### config.mk
export PLATFORM = sky130hd
export DESIGN_NAME = tx_frame_arbiter
export DESIGN_NICKNAME = d
export VERILOG_FILES = /design/src/rtl/tx_arb_pkg.sv /design/src/rtl/sat_counter.sv /design/src/rtl/tx_frame_arbiter.sv
export SDC_FILE = /design/constraint.sdc
export NUM_CORES = 1
export LEC_CHECK = 0
export CORE_ASPECT_RATIO = 2
export CORE_UTILIZATION = 44
export DETAILED_ROUTE_END_ITERATION = 6
export GPL_TIMING_DRIVEN = 0
export HOLD_SLACK_MARGIN = 0.05
export PLACE_DENSITY = 0.76
export SLEW_MARGIN = 30
export SYNTH_ARGS = -nofsm -noshare
export SYNTH_HDL_FRONTEND = slang
export SYNTH_HIERARCHICAL = 1
export SYNTH_SLANG_ARGS = --single-unit
### constraint.sdc
create_clock -name tx_mac_clk -period 2 [get_ports tx_mac_clk]
set_input_delay 0.2 -clock tx_mac_clk [delete_from_list [all_inputs] [get_ports tx_mac_clk]]
set_output_delay 0.2 -clock tx_mac_clk [all_outputs]
set_load 0.02 [all_outputs]
### src/rtl/tx_arb_pkg.sv
// Shared types, default frame limit and counter widths for the two-port TX frame arbiter.
package tx_arb_pkg;

  typedef enum logic [1:0] {
    StIdle  = 2'd0,
    StXfer  = 2'd1,
    StDrain = 2'd2
  } arb_state_e;

  localparam int unsigned MaxLenDefault = 1518;
  localparam int unsigned ByteCntW      = 11;
  localparam int unsigned FrameCntW     = 16;
  localparam int unsigned EventCntW     = 8;

  // Frame-granular round-robin: on a tie the port not served last wins.
  function automatic logic next_grant(logic [1:0] valid, logic last_served);
    return (valid == 2'b11) ? ~last_served : valid[1];
  endfunction

endpackage

### src/rtl/sat_counter.sv
// Up-counter that sticks at all-ones instead of wrapping.
module sat_counter #(
  parameter int unsigned Width = 8
) (
  input  logic             clk,
  input  logic             rst_n,
  input  logic             inc,
  output logic [Width-1:0] count
);

  logic [Width-1:0] count_q;

  always_ff @(posedge clk or negedge rst_n) begin
    if (!rst_n) begin
      count_q <= '0;
    end else if (inc && (count_q != '1)) begin
      count_q <= count_q + Width'(1);
    end
  end

  assign count = count_q;

endmodule

### src/rtl/tx_frame_arbiter.sv
// Two-requester byte-stream arbiter feeding one MAC: frame-level round-robin, zero-latency
// pass-through, oversize truncation with drain, and per-port / event statistics.
module tx_frame_arbiter
  import tx_arb_pkg::*;
#(
  parameter int unsigned MAX_LEN = MaxLenDefault
) (
  input  logic                 tx_mac_clk,
  input  logic                 rstn,
  input  logic [1:0]           req_valid,
  input  logic [15:0]          req_data,
  input  logic [1:0]           req_last,
  input  logic [1:0]           req_error,
  output logic [1:0]           req_ready,
  output logic                 tx_mac_valid,
  output logic [7:0]           tx_mac_data,
  output logic                 tx_mac_last,
  output logic                 tx_mac_error,
  input  logic                 tx_mac_ready,
  input  logic                 tx_collision,
  output logic                 grant,
  output logic                 busy,
  output logic [FrameCntW-1:0] frame_cnt_a,
  output logic [FrameCntW-1:0] frame_cnt_b,
  output logic [EventCntW-1:0] oversize_cnt,
  output logic [EventCntW-1:0] collision_cnt
);

  arb_state_e            state_q, state_d;
  logic [ByteCntW-1:0]   byte_cnt_q, byte_cnt_d;
  logic                  grant_q, grant_d;
  logic                  last_served_q, last_served_d;
  logic [FrameCntW-1:0]  frame_cnt_a_q, frame_cnt_b_q;
  logic                  busy_q;
  logic                  frame_done;
  logic                  oversize_inc;

  logic                  sel_valid;
  logic [7:0]            sel_data;
  logic                  sel_last;
  logic                  sel_error;
  logic                  at_limit;
  logic                  force_trunc;

  assign sel_valid = req_valid[grant_q];
  assign sel_data  = grant_q ? req_data[15:8] : req_data[7:0];
  assign sel_last  = req_last[grant_q];
  assign sel_error = req_error[grant_q];

  // Beat MAX_LEN is being presented; cut the frame unless the requester ends it here anyway.
  assign at_limit    = (byte_cnt_q == ByteCntW'(MAX_LEN - 1));
  assign force_trunc = at_limit && !sel_last;

  always_comb begin
    state_d       = state_q;
    byte_cnt_d    = byte_cnt_q;
    grant_d       = grant_q;
    last_served_d = last_served_q;
    req_ready     = 2'b00;
    tx_mac_valid  = 1'b0;
    tx_mac_data   = 8'h00;
    tx_mac_last   = 1'b0;
    tx_mac_error  = 1'b0;
    frame_done    = 1'b0;
    oversize_inc  = 1'b0;

    unique case (state_q)
      StIdle: begin
        if (|req_valid) begin
          grant_d = next_grant(req_valid, last_served_q);
          state_d = StXfer;
        end
      end

      StXfer: begin
        tx_mac_valid       = sel_valid;
        tx_mac_data        = sel_data;
        tx_mac_last        = sel_last | force_trunc;
        tx_mac_error       = sel_error | force_trunc;
        req_ready[grant_q] = tx_mac_ready;
        if (sel_valid && tx_mac_ready) begin
          if (force_trunc) begin
            byte_cnt_d = '0;
            state_d    = StDrain;
          end else if (sel_last) begin
            byte_cnt_d    = '0;
            last_served_d = grant_q;
            frame_done    = 1'b1;
            state_d       = StIdle;
          end else begin
            byte_cnt_d = byte_cnt_q + ByteCntW'(1);
          end
        end
      end

      StDrain: begin
        // Swallow the tail of a truncated frame; the MAC never sees it.
        req_ready[grant_q] = 1'b1;
        if (sel_valid && sel_last) begin
          last_served_d = grant_q;
          oversize_inc  = 1'b1;
          state_d       = StIdle;
        end
      end

      default: begin
        state_d = StIdle;
      end
    endcase
  end

  always_ff @(posedge tx_mac_clk or negedge rstn) begin
    if (!rstn) begin
      state_q       <= StIdle;
      byte_cnt_q    <= '0;
      grant_q       <= 1'b0;
      last_served_q <= 1'b1;
      busy_q        <= 1'b0;
    end else begin
      state_q       <= state_d;
      byte_cnt_q    <= byte_cnt_d;
      grant_q       <= grant_d;
      last_served_q <= last_served_d;
      busy_q        <= (state_d != StIdle);
    end
  end

  always_ff @(posedge tx_mac_clk or negedge rstn) begin
    if (!rstn) begin
      frame_cnt_a_q <= '0;
      frame_cnt_b_q <= '0;
    end else if (frame_done) begin
      if (grant_q) begin
        frame_cnt_b_q <= frame_cnt_b_q + FrameCntW'(1);
      end else begin
        frame_cnt_a_q <= frame_cnt_a_q + FrameCntW'(1);
      end
    end
  end

  sat_counter #(
    .Width(EventCntW)
  ) u_oversize_cnt (
    .clk   (tx_mac_clk),
    .rst_n (rstn),
    .inc   (oversize_inc),
    .count (oversize_cnt)
  );

  sat_counter #(
    .Width(EventCntW)
  ) u_collision_cnt (
    .clk   (tx_mac_clk),
    .rst_n (rstn),
    .inc   (tx_collision),
    .count (collision_cnt)
  );

  assign grant       = grant_q;
  assign busy        = busy_q;
  assign frame_cnt_a = frame_cnt_a_q;
  assign frame_cnt_b = frame_cnt_b_q;

endmodule
==> impl_results.md <==
- Seq pwr share: 34.0%
- Fin nets: 478
- Switching Share: 36.0%
- Fraction of the yosys area taken by sequential cells: 46.9%
- RSZ-0062 raised after global routing: yes
- Worst r2r src: grant
- Synth Warn #: 6
- Share of post-route cells with drive strength above 1: 18.3%
- Rows: 45
- Bufs on Longest Clock Path: 2
- Routability cong.: 0.905
- Critical Path Fanout Max: 2
- Final hold vios: 0
- Initial antenna violation count: 0
- Worst VDD drop: 0.000752 V
- Sw power: 1880 uW
- Final worst setup slack: -53.8 ps
- Synth top area cells: dfrtp_1 46%, xnor2_1 5.6%, ha_1 3.7%, xor2_1 3.3%, mux2i_1 2.9%
- Outcome: finished, violations left
- Drt pass-1 iters: 4
- Critical path launch point: byte_cnt_q[1]
- Period utilization: 103%
- Synth Instances: 328
- Clock sink total: 64
- Non-Filler Instances: 541
- Placed cell count: 511
- Place WS: -354 ps
- Biggest area consumer among synthesized cells: dfrtp_1
- CP max-delay cell: dfrtp_1
- Worst Setup End Kind: output pin
- Startpoint types: register
- Buffer and inverter count on the worst path: 3
- Fill cell count: 620
- Required @ worst endpoint: 1800 ps
- PortBufs: 88
- Area of the core: 0.00754 sq mm
- CP arrival: 1850 ps
- # diodes: 0
- FF+latch count, synth: 64
- Worst skew pair latency: 340 ps
- Die Span Y: 127 um
- Global-route wire length before repair: 14.2 mm
- Root Driver: clkbuf_16
- Tmin final: 2050 ps
- Number of enable flip-flop cells after synthesis: 0
- Mean Syn Cell Area: 10.4 sq um
- DP HPWL: 5.95 mm
- Static Leak: 0.00215 uW
- Yosys cell types: 56
- CP top delay family: flip-flops
- Grt ovf: 0
- Worst path max stage delay: 370 ps
- Die Wd: 64.3 um
- Largest net degree at the start of global routing: 52
- Final Setup Violations: 1
- TritonCTS Buffers: 9
- Die area: 0.00815 sq mm
- Clock skew: 5.63 ps
- P_int: 3340 uW
- Main flop type after synthesis: dfrtp_1
- Worst-path cell chain: inv_2, ha_1, nand4b_1, buf_4, nor3_4, a221o_1, and2_4, buf_6
- Slew HR: 73.3%
- Combinational fraction of design power: 38.5%
- Wire per inst: 15.8 um
- Async SR Flop Fraction: 100%
- Least-Margin Pin Slew: 397 ps
- Final ANT Viol Nets: 0
- Clk pwr share: 27.5%
- Vias in the first global route: 3059
- Failing checks: setup timing
- Synth Cell Area: 0.00342 sq mm
- Initial Util: 45.3%
- Count of pins over their slew limit: 0
- CP Class: register to output pin
- Via density: 5.59
- Total global-route track usage: 22.8%
- P per Cell Area: 1060 mW/mm^2
- DR vias: 3022
- CTS tree: yes
- Max-Cap Viols: 0
- Post-synth top area share: 46.1%
- Net Count, Synth: 364
- Top Ports: 89
- Fmax: 487 MHz
- Initial drt markers: 161
- Area grow syn2layout: 44.6%
- Drc violations: 0
- Worst-path clk slew: 50 ps
- Worst min path class: input port to async pin
- Final wirelength: 8.55 mm
- H-tree levels: 3
==> Yosys cell counts, types with 4 or more instances <==
cell	n
ha_1	10
or3_1	5
a41oi_1	4
mux2i_1	10
a31oi_1	5
xor2_1	13
nor4_1	5
inv_1	12
clkbuf_1	4
nand2b_1	4
nand2_1	23
dfrtp_1	63
o21ai_0	14
and2_1	6
nand3_1	16
nand4_1	12
nor2_1	14
a21oi_1	9
nor3_1	12
nor2b_1	10
xnor2_1	22
==> timing repair <==
item,in CTS,in global routing
hold endpoints to repair,63,0
buffers inserted,9,4
hold buffers,1,0
endpoints found under the setup margin,32,30
gates resized for setup,50,22
pin swaps,3,2
gates cloned,0,0
==> worst paths after layout <==
kind	to	slack (ps)	depth (start not counted)
hold reg to reg	frame_cnt_a[15]	470	1
hold / removal	frame_cnt_b[13]	260	2
setup / recovery	tx_mac_error	-50	8
max in group asynchronous	last_served_q	1190	3
min in group tx_mac_clk	grant	340	3
setup reg to reg	byte_cnt_q[10]	40	5
==> kinds of logic after synthesis <==
group | synth area share (%)
AND/OR/NAND/NOR | 21.7
AO/OA/AOI/OAI | 11.7
buffers and inverters | 2.01
multiplexers | 5.12
XOR/XNOR | 8.96
flip-flops | 46.9
adder cells (fa/ha/maj) | 3.66
==> layout by cell type (no fill, tap or decap), types with 10 or more instances in the layout <==
master / synthesis / layout
nand2_1: 23 / 22
inv_1: 12 / 10
o21ai_0: 14 / 13
nor3_1: 12 / 10
nor2_1: 14 / 14
nand4_1: 12 / 12
clkdlybuf4s50_1: 0 / 73
dfrtp_1: 63 / 61
xor2_1: 13 / 13
nor2b_1: 10 / 10
buf_4: 0 / 16
nand3_1: 16 / 15
xnor2_1: 22 / 22
==> metrics by stage <==
step | setup TNS (ps) | total power, uW | hold slack (ps) | util [%] | cell area, sq um
after floorplan | 0 | 2810 | -95.6 | - | 3420
after global placement | -88550 | 3570 | 465 | 58.6 | 4420
after detailed placement | -5250 | 3620 | 72.1 | 58.9 | 4440
after CTS | -48.1 | 5160 | 261 | 64.5 | 4870
after global routing | -182 | 5500 | 286 | 65.6 | 4950
final | -53.8 | 5220 | 258 | 65.6 | 4950
==> power by group through the flow <==
stage / clock network [uW] / logic, uW / registers (uW)
2_1_floorplan: 0 / 917 / 1900
3_5_place_dp: 0 / 1840 / 1780
6_report: 1440 / 2010 / 1780
3_3_place_gp: 0 / 1800 / 1770
4_1_cts: 1450 / 1940 / 1770
5_1_grt: 1500 / 2190 / 1810
==> metal layers <==
layer  vias to the layer above  global-route usage [%]  wire [um]  share of wire (%)
met5                         -                       0          0                  0
met4                         0                    13.6        269                3.1
met3                        22                    5.04        415                4.9
met2                       119                    39.8       4700                 55
met1                      1461                    24.5       3170                 37
li1                       1420                       -          -                  -
==> cell type report <==
class / count / area, sq um / share of cell area, %
Buffer: 6 / 38.8 / 0.784
Clock buffer: 10 / 239 / 4.83
Clock inverter: 6 / 35.0 / 0.708
Inverter: 12 / 45.0 / 0.910
Multi-Input combinational cell: 246 / 1860 / 37.6
Sequential cell: 64 / 1610 / 32.4
Tap cell: 94 / 118 / 2.38
Timing Repair Buffer: 103 / 1010 / 20.4
==> worst reg2reg max path, cell delays in order (launching register included) <==
cell     delay [ps]
dfrtp_2         440
mux2i_4         210
buf_4           180
or4_4           540
or3_1           360
a21oi_1         150
==> registers in the layout, indices dropped and copies added, names as in the netlist <==
signal                 cells
last_served_q              1
frame_cnt_b               16
byte_cnt_q                11
u_collision_cnt/count      8
grant                      1
u_oversize_cnt/count       8
frame_cnt_a               16
busy                       1
state_q                    2
Power figures use the tool's default switching activity.
